--- config.mk ---
export PLATFORM = sky130hd
export DESIGN_NAME = vga_timing_scan_flat
export DESIGN_NICKNAME = d
export VERILOG_FILES = /design/src/rtl/vga_timing_scan_if.sv /design/src/rtl/vga_timing_scan.sv /design/src/flat_wrapper.sv
export SDC_FILE = /design/constraint.sdc
export NUM_CORES = 1
export LEC_CHECK = 0
export ABC_AREA = 1
export CAP_MARGIN = 40
export CORE_UTILIZATION = 56
export DETAILED_ROUTE_END_ITERATION = 8
export PLACE_DENSITY = 0.89
export SETUP_SLACK_MARGIN = 0.1
export SLEW_MARGIN = 20
export SYNTH_ARGS = -nofsm -noshare
export SYNTH_HDL_FRONTEND = slang
export SYNTH_SLANG_ARGS = --single-unit
--- constraint.sdc ---
create_clock -name clk -period 3.7 [get_ports clk]
set_input_delay 0.74 -clock clk [delete_from_list [all_inputs] [get_ports clk]]
set_output_delay 0.74 -clock clk [all_outputs]
set_load 0.005 [all_outputs]
--- src/rtl/vga_timing_scan_if.sv ---
// Frame-buffer read port: the raster generator (master) strobes ReadMem and
// the line/frame buffer (slave) answers with ROWdata/DataValid.
interface vga_timing_scan_if #(
    parameter int CW = 4
);
    logic            ReadMem;
    logic [3*CW-1:0] ROWdata;
    logic            DataValid;

    modport master (output ReadMem, input ROWdata, input DataValid);
    modport slave  (input ReadMem, output ROWdata, output DataValid);
endinterface

--- src/rtl/vga_timing_scan.sv ---
// Parametrised VGA raster generator: sync/DE timing, read-ahead buffer strobe,
// buffer pass-through or built-in test patterns, coordinates and underflow flag.
module vga_timing_scan #(
    parameter int H_ACTIVE = 640,
    parameter int H_FP     = 16,
    parameter int H_SYNC   = 96,
    parameter int H_BP     = 48,
    parameter int V_ACTIVE = 480,
    parameter int V_FP     = 10,
    parameter int V_SYNC   = 2,
    parameter int V_BP     = 33,
    parameter bit HS_POL   = 1'b0,
    parameter bit VS_POL   = 1'b0,
    parameter int CW       = 4,
    parameter int PREFETCH = 2,
    localparam int XW = $clog2(H_ACTIVE),
    localparam int YW = $clog2(V_ACTIVE)
) (
    input  logic              clk,
    input  logic              rstn,
    input  logic              SyncVsync,
    input  logic [1:0]        Mode,
    vga_timing_scan_if.master fb,
    output logic [CW-1:0]     RED,
    output logic [CW-1:0]     GRN,
    output logic [CW-1:0]     BLU,
    output logic              HSYNC,
    output logic              VSYNC,
    output logic              DE,
    output logic [XW-1:0]     PixX,
    output logic [YW-1:0]     PixY,
    output logic              FrameStart,
    output logic              Underflow
);
    localparam int H_TOTAL = H_SYNC + H_BP + H_ACTIVE + H_FP;
    localparam int V_TOTAL = V_SYNC + V_BP + V_ACTIVE + V_FP;
    localparam int HW      = $clog2(H_TOTAL);
    localparam int VW      = $clog2(V_TOTAL);
    localparam int H_START = H_SYNC + H_BP;
    localparam int V_START = V_SYNC + V_BP;
    localparam int BAR_W   = H_ACTIVE / 8;

    logic [HW-1:0]   hcnt_reg;
    logic [VW-1:0]   vcnt_reg;
    logic            hsync_reg, vsync_reg, de_reg, read_reg, fs_reg, uf_reg;
    logic [XW-1:0]   pix_x_reg;
    logic [YW-1:0]   pix_y_reg;
    logic [1:0]      mode_reg;
    logic [3*CW-1:0] pat_reg;

    int              hx, vy, px_now, py_now;
    logic            h_sync_now, v_sync_now, v_act_now, h_pre_now, de_now, origin_now;
    logic [7:0]      bar_ge;
    logic [2:0]      bar_now;
    logic            border_now;
    logic [3*CW-1:0] pat_now;
    logic [3*CW-1:0] rgb;

    // Decode of the current counter position; everything registered below lags it by one cycle.
    always_comb begin
        hx         = int'(hcnt_reg);
        vy         = int'(vcnt_reg);
        px_now     = hx - H_START;
        py_now     = vy - V_START;
        h_sync_now = hx < H_SYNC;
        v_sync_now = vy < V_SYNC;
        v_act_now  = (vy >= V_START) && (vy < V_START + V_ACTIVE);
        de_now     = v_act_now && (hx >= H_START) && (hx < H_START + H_ACTIVE);
        h_pre_now  = (hx + PREFETCH >= H_START) && (hx + PREFETCH < H_START + H_ACTIVE);
        origin_now = (hcnt_reg == '0) && (vcnt_reg == '0);
        border_now = (px_now == 0) || (px_now == H_ACTIVE - 1) ||
                     (py_now == 0) || (py_now == V_ACTIVE - 1);
    end

    generate
        for (genvar gi = 0; gi < 8; gi++) begin : g_bar
            assign bar_ge[gi] = (px_now >= gi * BAR_W);
        end
    endgenerate

    // Bar index is the highest threshold reached, so the last bar absorbs any remainder.
    always_comb begin
        bar_now = '0;
        for (int i = 0; i < 8; i++) begin
            if (bar_ge[i]) bar_now = 3'(i);
        end
        pat_now = '0;
        case (mode_reg)
            2'd1:    pat_now = {3*CW{1'b1}};
            2'd2:    pat_now = {{CW{~bar_now[0]}}, {CW{~bar_now[2]}}, {CW{~bar_now[1]}}};
            2'd3:    pat_now = border_now ? {3*CW{1'b1}} : {{CW{1'b1}}, {2*CW{1'b0}}};
            default: pat_now = '0;
        endcase
    end

    always_ff @(posedge clk) begin
        if (!rstn) begin
            hcnt_reg  <= '0;
            vcnt_reg  <= '0;
            hsync_reg <= ~HS_POL;
            vsync_reg <= ~VS_POL;
            de_reg    <= 1'b0;
            read_reg  <= 1'b0;
            pix_x_reg <= '0;
            pix_y_reg <= '0;
            fs_reg    <= 1'b0;
            uf_reg    <= 1'b0;
            mode_reg  <= 2'd0;
            pat_reg   <= '0;
        end else begin
            if (SyncVsync) begin
                hcnt_reg <= '0;
                vcnt_reg <= '0;
            end else if (hcnt_reg == HW'(H_TOTAL - 1)) begin
                hcnt_reg <= '0;
                vcnt_reg <= (vcnt_reg == VW'(V_TOTAL - 1)) ? '0 : vcnt_reg + VW'(1);
            end else begin
                hcnt_reg <= hcnt_reg + HW'(1);
            end
            hsync_reg <= h_sync_now ? HS_POL : ~HS_POL;
            vsync_reg <= v_sync_now ? VS_POL : ~VS_POL;
            de_reg    <= de_now;
            read_reg  <= v_act_now && h_pre_now;
            pix_x_reg <= de_now ? XW'(px_now) : '0;
            pix_y_reg <= de_now ? YW'(py_now) : '0;
            fs_reg    <= origin_now;
            pat_reg   <= de_now ? pat_now : '0;
            if (origin_now) mode_reg <= Mode;
            if (mode_reg == 2'd0 && de_reg && !fb.DataValid) uf_reg <= 1'b1;
            else if (origin_now)                              uf_reg <= 1'b0;
        end
    end

    // Pass-through colour is combinational so buffer latency equals the ReadMem lead.
    always_comb begin
        rgb = pat_reg;
        if (mode_reg == 2'd0) rgb = de_reg ? fb.ROWdata : '0;
    end

    assign RED        = rgb[CW-1:0];
    assign GRN        = rgb[2*CW-1:CW];
    assign BLU        = rgb[3*CW-1:2*CW];
    assign HSYNC      = hsync_reg;
    assign VSYNC      = vsync_reg;
    assign DE         = de_reg;
    assign PixX       = pix_x_reg;
    assign PixY       = pix_y_reg;
    assign FrameStart = fs_reg;
    assign Underflow  = uf_reg;
    assign fb.ReadMem = read_reg;
endmodule

--- src/flat_wrapper.sv ---
// flat-port wrapper written by rule: the top's interface ports become plain ports
module vga_timing_scan_flat 
#(
    parameter int H_ACTIVE = 640,
    parameter int H_FP     = 16,
    parameter int H_SYNC   = 96,
    parameter int H_BP     = 48,
    parameter int V_ACTIVE = 480,
    parameter int V_FP     = 10,
    parameter int V_SYNC   = 2,
    parameter int V_BP     = 33,
    parameter bit HS_POL   = 1'b0,
    parameter bit VS_POL   = 1'b0,
    parameter int CW       = 4,
    parameter int PREFETCH = 2,
    localparam int XW = $clog2(H_ACTIVE),
    localparam int YW = $clog2(V_ACTIVE)
)
  (clk, rstn, SyncVsync, Mode, RED, GRN, BLU, HSYNC, VSYNC, DE, PixX, PixY, FrameStart, Underflow, fb_ReadMem, fb_ROWdata, fb_DataValid);
  vga_timing_scan_if #(.CW(CW)) fb_i ();
  input  logic clk;
  input  logic rstn;
  input  logic SyncVsync;
  input  logic [1:0] Mode;
  output logic [CW-1:0] RED;
  output logic [CW-1:0] GRN;
  output logic [CW-1:0] BLU;
  output logic HSYNC;
  output logic VSYNC;
  output logic DE;
  output logic [XW-1:0] PixX;
  output logic [YW-1:0] PixY;
  output logic FrameStart;
  output logic Underflow;
  output wire logic [$bits(fb_i.ReadMem)-1:0] fb_ReadMem;
  input wire logic [$bits(fb_i.ROWdata)-1:0] fb_ROWdata;
  input wire logic [$bits(fb_i.DataValid)-1:0] fb_DataValid;
  assign fb_ReadMem = fb_i.ReadMem;
  assign fb_i.ROWdata = fb_ROWdata;
  assign fb_i.DataValid = fb_DataValid;
  vga_timing_scan #(.H_ACTIVE(H_ACTIVE), .H_FP(H_FP), .H_SYNC(H_SYNC), .H_BP(H_BP), .V_ACTIVE(V_ACTIVE), .V_FP(V_FP), .V_SYNC(V_SYNC), .V_BP(V_BP), .HS_POL(HS_POL), .VS_POL(VS_POL), .CW(CW), .PREFETCH(PREFETCH)) u_core (.clk(clk), .rstn(rstn), .SyncVsync(SyncVsync), .Mode(Mode), .fb(fb_i), .RED(RED), .GRN(GRN), .BLU(BLU), .HSYNC(HSYNC), .VSYNC(VSYNC), .DE(DE), .PixX(PixX), .PixY(PixY), .FrameStart(FrameStart), .Underflow(Underflow));
endmodule
**Yosys cells after proc, flatten, opt, wreduce, memory -nomap -nowiden**

Cells that the tools add are included.
W data, S select, Z words.

- Output and inout bits: 37
- Bits of input ports: 18
- Flip-flop bits (word level): 59

- Bitwise operators: 4
- Multiplexer cells: 16
- Order comparisons: 15
- Eq/ne operators: 7
- Add/sub/neg operators: 5
- Reduce and logical (&&, ||, !) cells: 21

Operator list:

| kind | count |
|---|---|
| $ge A32 B10 Y1 const B | 3 |
| $ge A32 B9 Y1 const B | 3 |
| $logic_not A32 Y1 | 2 |
| $pmux W12 S3 | 1 |
| $eq A32 B10 Y1 const B | 1 |
| $eq A32 B11 Y1 const B | 1 |
| $ge A32 B11 Y1 const B | 1 |
| $ge A32 B8 Y1 const B | 1 |
| $lt A32 B11 Y1 const B | 1 |
| $mux W12 | 2 |
| $add A10 B1 Y10 const B | 2 |
| $eq A10 B10 Y1 const B | 2 |
| $logic_not A10 Y1 | 2 |
| $lt A10 B10 Y1 const B | 2 |
| $mux W3 | 4 |
| $add A10 B2 Y11 const B | 1 |
| $sub A10 B6 Y11 const B | 1 |
| $sub A10 B8 Y11 const B | 1 |
| $ge A10 B6 Y1 const B | 1 |
| $ge A10 B8 Y1 const B | 1 |
| $lt A10 B2 Y1 const B | 1 |
| $lt A10 B7 Y1 const B | 1 |
| $mux W10 | 1 |
| $logic_and A1 B1 Y1 | 8 |
| other kinds (13) | 24 |

**Depth between registers and ports, before layout**

Gate-level depths: netlist (run 1).

- Depth in word-level cells: 11
- Depth in mapped cells: 15
- Mapped depth without buffers: 15

**Worst setup path before layout (run 1)**

Ideal clock, no wire load.

- Path type: register to register
- From: register u_core.hcnt_reg[5]
- To: register u_core.pat_reg[3]
- Setup slack: 1.926 ns
- Setup time: 0.116 ns
- Required time: 3.584 ns
- Cell stages (with the launch flop): 12
- Arrival time: 1.657 ns
- Buffers on the path: 0
- Cells stage by stage: dfxtp_1 -> inv_1 -> ha_1 -> nand2_2 -> nand3_1 -> nand2_2 -> nand2_1 -> nor2_2 -> nor3b_1 -> nor2_1 -> nand3_1 -> a21oi_2

- Word-level cells in the longest chain between the ends: 10
- Elaborated cells on any way between the ends: 26
- Classes of those cells: add/sub: 1; order compare: 8; eq/ne: 1; mux: 8; bitwise: 1; reduce/logical: 7

Ends and longest elaborated chain:

| item | line | source |
|---|---|---|
| start, declared | vga_timing_scan.sv:43 | `logic [HW-1:0] hcnt_reg;` |
| start signal, assigned | vga_timing_scan.sv:118 | `hcnt_reg <= hcnt_reg + HW'(1);` |
| $sub A10 B8 Y11 | vga_timing_scan.sv:63 | `px_now = hx - H_START;` |
| $ge A32 B9 Y1 | vga_timing_scan.sv:77 | `assign bar_ge[gi] = (px_now >= gi * BAR_W);` |
| $mux W2 (2 in a row) | vga_timing_scan.sv:85 | `if (bar_ge[i]) bar_now = 3'(i);` |
| $mux W3 (4 in a row) | vga_timing_scan.sv:85 |  |
| $not A1 Y1 | vga_timing_scan.sv:90 | `2'd2: pat_now = {{CW{~bar_now[0]}}, {CW{~bar_now[2]}}, {CW{~bar_now[1]}}};` |
| $pmux W12 S3 | vga_timing_scan.sv:88 | `case (mode_reg)` |
| end signal, assigned | vga_timing_scan.sv:127 | `pat_reg <= de_now ? pat_now : '0;` |
| end, declared | vga_timing_scan.sv:49 | `logic [3*CW-1:0] pat_reg;` |

Several ways; a longest one is shown, not always the timed one.
A chain may end at the register's enable or synchronous reset.

**Worst setup path in the final report (run 1)**

- From: input fb_ROWdata[8]
- To: output BLU[0]

- Word-level cells in the longest chain between the ends: 2

Ends and longest elaborated chain:

| item | line | source |
|---|---|---|
| start, declared | flat_wrapper.sv:36 | `input wire logic [$bits(fb_i.ROWdata)-1:0] fb_ROWdata;` |
| $mux W12 (2 in a row) | vga_timing_scan.sv:137 | `if (mode_reg == 2'd0) rgb = de_reg ? fb.ROWdata : '0;` |
| end, declared | flat_wrapper.sv:27 | `output logic [CW-1:0] BLU;` |

Every way passes these cells.

==> results.txt, run 1 <==
----------------------------------------------------
[Outcome]
  Run status ... complete, no violations

[Route]
  Via count ... 2800
  Routed WL ... 7.00 mm
  Pre-antenna DRT Iters ... 5
  Number of DRC violations after detailed-routing iteration 0 ... 130
  ANT nets after route ... 0
  Drt drc ... 0
  Routed wire length per instance ... 13.1 um
  Via density ... 5.24

[Floorplanning]
  Full die area ... 5560 um^2
  Area of the core region ... 5070 um^2
  Number of I/O pins ... 55
  Initial standard-cell utilization of the core ... 0.581
  Die width ... 74.6 um
  Die Height ... 74.6 um
  Site row count ... 26

[Setup path]
  Worst endpoint required time ... 2960 ps
  Reg-to-reg setup timing slack ... 1480 ps
  Worst setup SP type ... input port
  R2R cell count ... 11
  Slowest cell on crit path ... sky130_fd_sc_hd__clkdlybuf4s50_1
  Worst-path cell chain ... clkdlybuf4s50_1 -> nand2_1 -> nand2_1 -> clkdlybuf4s50_1
  Type of element capturing the critical path ... output pin
  Critical path peak fanout ... 1
  Arrival time worst endpoint ... 1820 ps
  Crit path largest cell delay ... 500 ps
  Reg2Reg Launch Point ... u_core.hcnt_reg[5]
  Crit Reg-Reg Endpoint ... u_core.pat_reg[3]
  Critical path type ... input port to output pin

[Timing]
  Least-Margin Pin Slew ... 690 ps
  Final setup violating endpoints ... 0
  Max Freq ... 390 MHz
  Hold Violations, Final ... 0
  Worst slew margin relative to its limit ... 0.535
  Total negative setup slack ... 0 ps
  Max-slew violations ... 0
  WHS ... 497 ps
  Setup repair after global routing missed its margin ... no
  Final critical delay including setup and external delays ... 2560 ps
  Worst clock skew on the final layout ... 11.8 ps
  Post-route clock period utilization ... 0.693

[Logic synthesis]
  Most frequent cell after synthesis ... sky130_fd_sc_hd__nand2_1
  Synth Area in Compound Gates ... 0.0810
  EDFF count, synth ... 0
  Post-Syn Nets ... 441
  Number of different library cells in the post-synthesis netlist ... 36
  Most common flop cell mapped by yosys ... sky130_fd_sc_hd__dfxtp_1
  Cell count after synthesis ... 410
  Largest family of logic cells by synthesized area ... simple AND/OR/NAND/NOR gates
  Mux contribution to synthesized area ... 0
  Part of the Yosys area used for sequential elements ... 0.339
  Synthesized-area fraction occupied by adder cells ... 0.0552
  Share of the synthesized area in the top cell type ... 0.339
  Synth cell count leaders ... sky130_fd_sc_hd__nand2_1, sky130_fd_sc_hd__dfxtp_1, sky130_fd_sc_hd__inv_1, sky130_fd_sc_hd__nor2_1, sky130_fd_sc_hd__nand3_1
  Area contributors post-synth ... sky130_fd_sc_hd__dfxtp_1, sky130_fd_sc_hd__nand2_1, sky130_fd_sc_hd__ha_1
  Number of synthesized register bits ... 50
  Leading area contributor after synthesis ... sky130_fd_sc_hd__dfxtp_1
  Synth async-reset ratio ... 0
  XOR/XNOR Fraction of Synth Area ... 0.0297
  Simple-gate portion of the synthesized area ... 0.406
  Synth warnings ... 0
  Mapped Area ... 2950 um^2
  Synth Area per Inst ... 7.19 um^2

[Global routing]
  Maximum number of pins on one net before global-route repair ... 22
  Antenna violations before repair ... 0
  Global route total overflow ... 0
  Global-route wire length before repair ... 10.8 mm
  Total track usage ... 0.257
  Number of global-route vias before repair ... 2410

[Placed design]
  Final RePlAce weighted congestion ... 0.949
  Port buffer count ... 54
  Post-detail-place hpwl ... 5.64 mm

[Clock tree]
  Sink Count ... 50
  TritonCTS clock tree ... done
  Maximum level of the CTS H-tree ... 2
  Root Buffer ... sky130_fd_sc_hd__clkbuf_8
  Clock latency at the later pin of the worst-skew pair ... 320 ps
  Total CTS buffers ... 5
  CTS Buffer Depth ... 2
  Clock transition at the registers of the reported paths ... 110 ps
  Number of post-CTS setup repair buffers ... 0
  Number of buffers added to fix hold violations after cts ... 0
  Number of cells upsized or downsized after cts ... 0

[Cells and area]
  Count of fill cells added during filler insertion ... 408
  Multi-input combinational cell area ... 1690 um^2
  Share of the core filled with cells in the final layout ... 0.712
  Area growth from synthesis to final layout ... 22.4%
  Count of inserted antenna diode cells ... 0
  Share of post-route cells with drive strength above 1 ... 0.153
  Net count reported at finish ... 494
  Combined flip-flop and latch cell area ... 1000 um^2

[Worst hold path]
  Startpoint of the most critical hold path ... u_core.Underflow
  Worst Hold Class ... register to register
  Depth of the worst hold-timing path ... 2
  Endpoint, Worst Hold ... u_core.Underflow

[Power]
  Power density over the cells ... 270 nW/um^2
  Cell leakage power ... 1.61 nW
  Design Power ... 0.974 mW
  Largest vdd supply drop ... 171 uV

[Job]
  MaxCap Viol Count ... 0

----------------------------------------------------
## power by group
part	internal, mW	total [mW]	switching (mW)
Sequential	0.545	0.553	0.00732
Combinational	0.0342	0.0740	0.0397
Clock	0.142	0.348	0.206
## per-stage QoR
step,std cells,setup slack (ps),instance area (um^2)
finish,534,1140,3610
detailed placement,526,1050,3510
global placement,526,1120,3510
global route,534,973,3610
floorplan,410,1930,2950
CTS,534,1120,3610
## worst max-delay path by stage
stage	slack, ps	start	endpoint	cells past startpoint
after detailed placement	1050	rstn	u_core.hcnt_reg[8]	8
after global routing	970	u_core.mode_reg[1]	BLU[0]	6
final	1140	fb_ROWdata[8]	BLU[0]	4
after global placement	1120	rstn	u_core.hcnt_reg[8]	8
after floorplan	1930	u_core.hcnt_reg[5]	u_core.pat_reg[3]	11
after CTS	1120	fb_ROWdata[8]	BLU[0]	4
## layout make-up
cell class / instances / area share
multi-input combinational: 299 / 0.467
sequential: 50 / 0.277
timing repair buffer: 54 / 0.150
inverter: 53 / 0.0551
tap: 70 / 0.0243
clock buffer: 5 / 0.0191
clock inverter: 3 / 0.00797
## cells by family after synthesis
group | count (synthesis)
simple gates | 235
buf+inv | 61
compound gates | 41
flops | 50
fa+ha+maj | 13
xor+xnor | 10
## worst max-delay path, delay by kind of cell
kind,cells,cell delay (ps)
buffers and inverters,2,950
and+or+nand+nor,2,130
## metal layers
layer	share of wire	track usage
met5	0	0
met4	0.0097	0.0713
met3	0.079	0.0434
met2	0.47	0.442
met1	0.44	0.332
## cell usage in the layout, fill, tap and decap left out, types with 2 or more instances in the layout
cell type	count
sky130_fd_sc_hd__nand2_1	93
sky130_fd_sc_hd__clkdlybuf4s50_1	54
sky130_fd_sc_hd__dfxtp_1	50
sky130_fd_sc_hd__inv_1	40
sky130_fd_sc_hd__nor2_1	40
sky130_fd_sc_hd__nand3_1	27
sky130_fd_sc_hd__nor2_2	19
sky130_fd_sc_hd__a21oi_1	15
sky130_fd_sc_hd__inv_2	13
sky130_fd_sc_hd__ha_1	13
sky130_fd_sc_hd__o21ai_0	11
sky130_fd_sc_hd__nand4_1	10
sky130_fd_sc_hd__xor2_1	9
sky130_fd_sc_hd__nor2_4	8
sky130_fd_sc_hd__nand2_2	8
sky130_fd_sc_hd__nor3_1	7
sky130_fd_sc_hd__nor3b_1	6
sky130_fd_sc_hd__clkbuf_8	5
sky130_fd_sc_hd__nor4_1	4
sky130_fd_sc_hd__nand3_2	4
sky130_fd_sc_hd__nor3_2	3
sky130_fd_sc_hd__o22ai_1	3
sky130_fd_sc_hd__o21a_1	3
sky130_fd_sc_hd__o211ai_1	2
sky130_fd_sc_hd__a211oi_1	2
sky130_fd_sc_hd__nand2_4	2
sky130_fd_sc_hd__a21oi_2	2
(Power assumes the default switching activity.)
==> run 2, diff against run 1 <==
--- a/config.mk
+++ b/config.mk
@@ -7,9 +7,9 @@
 export LEC_CHECK = 0
 export ABC_AREA = 1
 export CAP_MARGIN = 40
-export CORE_UTILIZATION = 56
+export CORE_UTILIZATION = 52
 export DETAILED_ROUTE_END_ITERATION = 8
-export PLACE_DENSITY = 0.89
+export PLACE_DENSITY = 0.84
 export SETUP_SLACK_MARGIN = 0.1
 export SLEW_MARGIN = 20
 export SYNTH_ARGS = -nofsm -noshare
==> constraint.sdc (replaced) <==
create_clock -name clk -period 2.4 [get_ports clk]
set_input_delay 0.48 -clock clk [delete_from_list [all_inputs] [get_ports clk]]
set_output_delay 0.48 -clock clk [all_outputs]
set_load 0.005 [all_outputs]
==> run 2 against run 1 <==
Sequential power grew 54%. Setup slack lost 930 ps. Worst hold slack lost 26 ps. Die area grew 7.5%. Combinational power grew 64%. Core utilization shrank 3.9 points. Clock skew shrank 4.9 ps. Largest power group unchanged.
==> results.txt, run 2 (synthesized netlist as in run 1, its figures left out) <==
----------------------------------------------------
[Setup path]
  Crit-path leading delay family ... buffers and inverters (unchanged)
  Worst setup SP type ... register (was input port)
  Most used cell along the critical path ... sky130_fd_sc_hd__nand2_1
  Type of element capturing the critical path ... output pin (unchanged)
  Critical path type ... register to output pin (was input port to output pin)
  Worst endpoint required time ... 1920 ps (was 2960 ps)
  Arrival time worst endpoint ... 1720 ps (was 1820 ps)
  Slowest cell on crit path ... sky130_fd_sc_hd__clkdlybuf4s50_1 (unchanged)
  Worst-path cell chain ... nor2_1 -> nand2_2 -> clkinvlp_4 -> nand2_1 -> nand2_1 -> clkdlybuf4s50_1 (was clkdlybuf4s50_1 -> nand2_1 -> nand2_1 -> clkdlybuf4s50_1)
  Worst path bufs/invs ... 2 (unchanged)
  Crit path largest cell delay ... 490 ps (was 500 ps)
  Critical path peak fanout ... 6 (was 1)

[Global routing]
  Number of global-route vias before repair ... 2515 (was 2410)
  Maximum number of pins on one net before global-route repair ... 17 (was 22)
  Global-route wire length before repair ... 11.5 mm (was 10.8 mm)
  Total track usage ... 0.240 (was 0.257)
  Antenna violations before repair ... 0 (unchanged)
  Global route total overflow ... 0 (unchanged)

[Clock tree]
  Clock transition at the registers of the reported paths ... 90 ps (was 110 ps)
  Number of buffers added to fix hold violations after cts ... 0 (unchanged)
  Number of cells upsized or downsized after cts ... 0 (unchanged)
  Total CTS buffers ... 5 (unchanged)
  CTS Buffer Depth ... 2 (unchanged)
  Sink Count ... 50 (unchanged)
  Number of post-CTS setup repair buffers ... 0 (unchanged)
  Maximum level of the CTS H-tree ... 2 (unchanged)
  TritonCTS clock tree ... done (unchanged)
  Root Buffer ... sky130_fd_sc_hd__clkbuf_8 (unchanged)
  Clock latency at the later pin of the worst-skew pair ... 310 ps (was 320 ps)

[Power]
  Design Power ... 1.50 mW (was 0.974 mW)
  Cell leakage power ... 1.63 nW (was 1.61 nW)
  Power density over the cells ... 408 nW/um^2 (was 270 nW/um^2)
  Largest vdd supply drop ... 348 uV (was 171 uV)

[Floorplanning]
  Area of the core region ... 5470 um^2 (was 5070 um^2)
  Site row count ... 27 (was 26)
  Initial standard-cell utilization of the core ... 0.539 (was 0.581)
  Die width ... 77.3 um (was 74.6 um)
  Number of I/O pins ... 55 (unchanged)
  Full die area ... 5980 um^2 (was 5560 um^2)
  Die Height ... 77.3 um (was 74.6 um)

[Cells and area]
  Net count reported at finish ... 500 (was 494)
  Count of inserted antenna diode cells ... 0 (unchanged)
  Share of post-route cells with drive strength above 1 ... 0.172 (was 0.153)
  Post-route cell area ... 3680 um^2 (was 3610 um^2)
  Most common cell after layout, fill and taps aside ... sky130_fd_sc_hd__nand2_1 (unchanged)
  Area growth from synthesis to final layout ... 24.8% (was 22.4%)
  Most frequent cells in the layout ... sky130_fd_sc_hd__nand2_1, sky130_fd_sc_hd__clkdlybuf4s50_1, sky130_fd_sc_hd__dfxtp_1 (unchanged)

[Timing]
  Max Freq ... 455 MHz
  Worst clock skew on the final layout ... 6.94 ps (was 11.8 ps)
  Max-slew violations ... 0 (unchanged)
  Setup repair after global routing missed its margin ... no (unchanged)
  Final setup violating endpoints ... 0 (unchanged)
  Hold Violations, Final ... 0 (unchanged)
  Worst slew margin relative to its limit ... 0.718 (was 0.535)
  Final critical delay including setup and external delays ... 2200 ps
  Least-Margin Pin Slew ... 422 ps (was 690 ps)
  Post-route clock period utilization ... 0.915
  Total negative setup slack ... 0 ps (unchanged)

[Route]
  Drt drc ... 0 (unchanged)
  Routed wire length per instance ... 12.5 um (was 13.1 um)
  Via count ... 2798 (was 2800)
  Number of DRC violations after detailed-routing iteration 0 ... 116 (was 130)
  Pre-antenna DRT Iters ... 5 (unchanged)
  Via density ... 5.16 (was 5.24)
  Routed WL ... 6.79 mm (was 7.00 mm)
  ANT nets after route ... 0 (unchanged)

[Placed design]
  Port buffer count ... 54 (unchanged)
  Area post-placement ... 3570 um^2 (was 3510 um^2)
  Post-detail-place hpwl ... 5.34 mm (was 5.64 mm)
  Final RePlAce weighted congestion ... 0.862 (was 0.949)

[Job]
  MaxCap Viol Count ... 0 (unchanged)

[Worst hold path]
  Worst Hold Class ... register to register (unchanged)

[Outcome]
  Run status ... complete, no violations (unchanged)

----------------------------------------------------
==> run 2: cell types whose count changed in the layout (fill, tap and decap cells not counted) <==
cell,delta
sky130_fd_sc_hd__nand2_1,-1
sky130_fd_sc_hd__nand2_2,+1
sky130_fd_sc_hd__clkinvlp_4,+3
sky130_fd_sc_hd__dfxtp_1,-2
sky130_fd_sc_hd__inv_1,-1
sky130_fd_sc_hd__inv_8,-1
sky130_fd_sc_hd__buf_12,+1
sky130_fd_sc_hd__dfxtp_2,+2
sky130_fd_sc_hd__clkinv_4,-1
sky130_fd_sc_hd__clkbuf_8,+1
sky130_fd_sc_hd__buf_4,+4
==> run 2: worst min-delay path: stages, from the launching register on <==
cell and delay, ps:
sky130_fd_sc_hd__dfxtp_1 320, sky130_fd_sc_hd__nand2_1 60, sky130_fd_sc_hd__a21oi_1 50
==> run 2: final cells by class <==
| type | instances | area (um^2) |
|---|---|---|
| Sequential cell | 50 | 1000 |
| Multi-Input combinational cell | 299 | 1690 |
| Tap cell | 72 | 90.1 |
| Timing Repair Buffer | 59 | 591 |
| Clock inverter | 2 | 16.3 |
| Inverter | 53 | 203 |
| Timing Repair inverter | 1 | 7.51 |
| Fill cell | 466 | 1790 |
| Clock buffer | 6 | 82.6 |
==> run 2: routing by layer <==
metal,vias up,share of wire,GRT usage
met5,-,0,0
met4,0,0.016,0.0792
met3,8,0.059,0.0464
met2,110,0.45,0.390
met1,1246,0.47,0.318
li1,1434,-,-
==> run 2: final timing paths <==
check	start	endpoint	slack, ps	depth (start not counted)
max	u_core.mode_reg[1]	BLU[0]	200	6
min reg2reg	u_core.Underflow	u_core.Underflow	470	2
max reg2reg	u_core.vcnt_reg[1]	u_core.pat_reg[3]	390	13
min	u_core.Underflow	u_core.Underflow	470	2
==> run 2: stage by stage <==
stage          hold WS, ps  setup WS [ps]  std cells  utilization
2_1_floorplan          457            626        410            -
3_3_place_gp           482            363        533        0.652
3_5_place_dp           455            357        533        0.652
4_1_cts                469            108        541        0.670
5_1_grt                494            104        542        0.673
6_report               471            204        542        0.673
==> run 2: power by group <==
part	total (mW)	switching, mW	internal [mW]
logic	0.121	0.0636	0.0579
clock network	0.527	0.289	0.238
registers	0.852	0.0115	0.840
==> RTL edit (config.mk and constraints of run 1) <==
`HS_POL` is set to 1'b0 in 2 places; all go to 1'b1.
--- a/src/rtl/vga_timing_scan.sv
+++ b/src/rtl/vga_timing_scan.sv
@@ -9,7 +9,7 @@
     parameter int V_FP     = 10,
     parameter int V_SYNC   = 2,
     parameter int V_BP     = 33,
-    parameter bit HS_POL   = 1'b0,
+    parameter bit HS_POL   = 1'b1,
     parameter bit VS_POL   = 1'b0,
     parameter int CW       = 4,
     parameter int PREFETCH = 2,
--- a/src/flat_wrapper.sv
+++ b/src/flat_wrapper.sv
@@ -9,7 +9,7 @@
     parameter int V_FP     = 10,
     parameter int V_SYNC   = 2,
     parameter int V_BP     = 33,
-    parameter bit HS_POL   = 1'b0,
+    parameter bit HS_POL   = 1'b1,
     parameter bit VS_POL   = 1'b0,
     parameter int CW       = 4,
     parameter int PREFETCH = 2,
Function: changed (a bounded check fails within 4 cycles, from zero or initial values and one cycle with rstn low).
==> RTL edit against run 1 <==
- sequential cell count did not move
- routed wire length rose by 3.0%
- cell area fell by 2.0%
- critical path depth did not move
- worst hold slack improved by 19 ps
- area after synthesis fell by 3.6%
- total power fell by 2.6%
- setup slack got worse by 11 ps
- die area fell by 3.5%
==> RTL edit: results (changes against run 1) <==
Compound-Gate Fraction of Synth Area 7.787% (-0.32 points); critical path startpoint fb_ROWdata[3]; CP endpoint RED[3]; vias in the first global route 2,416 (+0.25%); share of cells above drive strength 1 9.595% (-5.7 points); Syn Nets 442 (+0.23%); Post-synth top cells nand2_1, nor2_1, dfxtp_1; crit path DAT 1830 ps; number of gates resized after cts 0 (unchanged); adder-cell share of the synthesized area 5.719% (+0.20 points); Cell variety after synth 41 (+14%); GRT Total Usage 27.66% (+1.9 points); Worst Hold Path EP u_core.pat_reg[7]; first-pass GRT wire length 11,290 µm (+4.3%); register area share after synthesis 35.20% (+1.3 points); Setup Skew 10.86 ps (-0.9532 ps); Reg-to-Reg End u_core.PixY[3]; P_leak 1.579 nW (-2.1%); pin count of the biggest net entering global routing 22 (unchanged); cell with the most instances after synthesis nand2_1; deepest clock path buffer count 2 (unchanged); reg2reg path depth 8 (-3); vias per cell 5.390 (+2.8%); Post-DP HPWL 5622 µm (-0.37%); routability cong. 0.9734 (+2.5%); Fill cells 405 (-0.74%); Routed WL per cell 13.45 µm (+2.6%); Clock Latency Late Sink 310 ps; xor/xnor cell area share of the yosys netlist 3.080% (+0.11 points); min-delay src u_core.mode_reg[1]; VDD IR max 0.2467 mV (+44%); dominant cells by area after synthesis dfxtp_1, nand2_1, nor2_1; Num CTS Buffers 5 (unchanged); NumNets Final 499 (+1.0%); normalized max-slew margin 69.51% (+16 points); DRT iter0 DRCs 313 (+140%); slowest CP cell clkdlybuf4s50_1; status completed
## RTL edit: changes by cell type in the layout (fill, tap and decap cells not counted), moves of 3 or more
cell,delta
o21a_1,-3
nor3b_1,-4
nand2_1,+10
nor3_1,+3
nor2_2,-14
nor2_4,-6
inv_1,+5
inv_2,-4
nor2_1,+24
nand3_1,-6
## RTL edit: cell type report
cell class	instances	area, µm²	area share (%)
Clock buffer	5	68.82	1.945
Timing Repair Buffer	54	540.5	15.28
Clock inverter	3	25.02	0.7072
Sequential cell	50	1001	28.29
Multi-Input combinational cell	302	1613	45.58
Tap cell	67	83.83	2.369
Inverter	55	206.4	5.835
## RTL edit: report_power, final
group / leakage (nW) / total [mW] / switching [mW] / internal (mW)
logic: 1.13 / 0.0648 / 0.0334 / 0.0313
clock network: 0.0447 / 0.336 / 0.199 / 0.137
registers: 0.405 / 0.548 / 0.00428 / 0.543
## RTL edit: metal layers
metal  vias to the layer above  GRT usage [%]  part of all wire [%]
li1                       1438              -                     -
met1                      1278          37.85                    45
met2                       163          43.83                    44
met3                        10          5.487                   9.2
met4                         0          8.715                   1.6
met5                         -              0                     0
## RTL edit: per-stage QoR
stage / area (µm²) / hold slack, ps / setup slack (ps) / utilization (%) / instances
2_1_floorplan: 2844 / 445.0 / 1963 / - / 411
3_3_place_gp: 3445 / 493.6 / 1143 / 71.51 / 528
3_5_place_dp: 3445 / 495.7 / 1122 / 71.51 / 528
4_1_cts: 3538 / 513.9 / 1098 / 73.45 / 536
5_1_grt: 3538 / 528.5 / 962.5 / 73.45 / 536
6_report: 3538 / 516.1 / 1126 / 73.45 / 536
## RTL edit: worst max-delay path, delay by kind of cell
family	cells	cell delay (ps)
buf+inv	2	970
simple gates	2	130
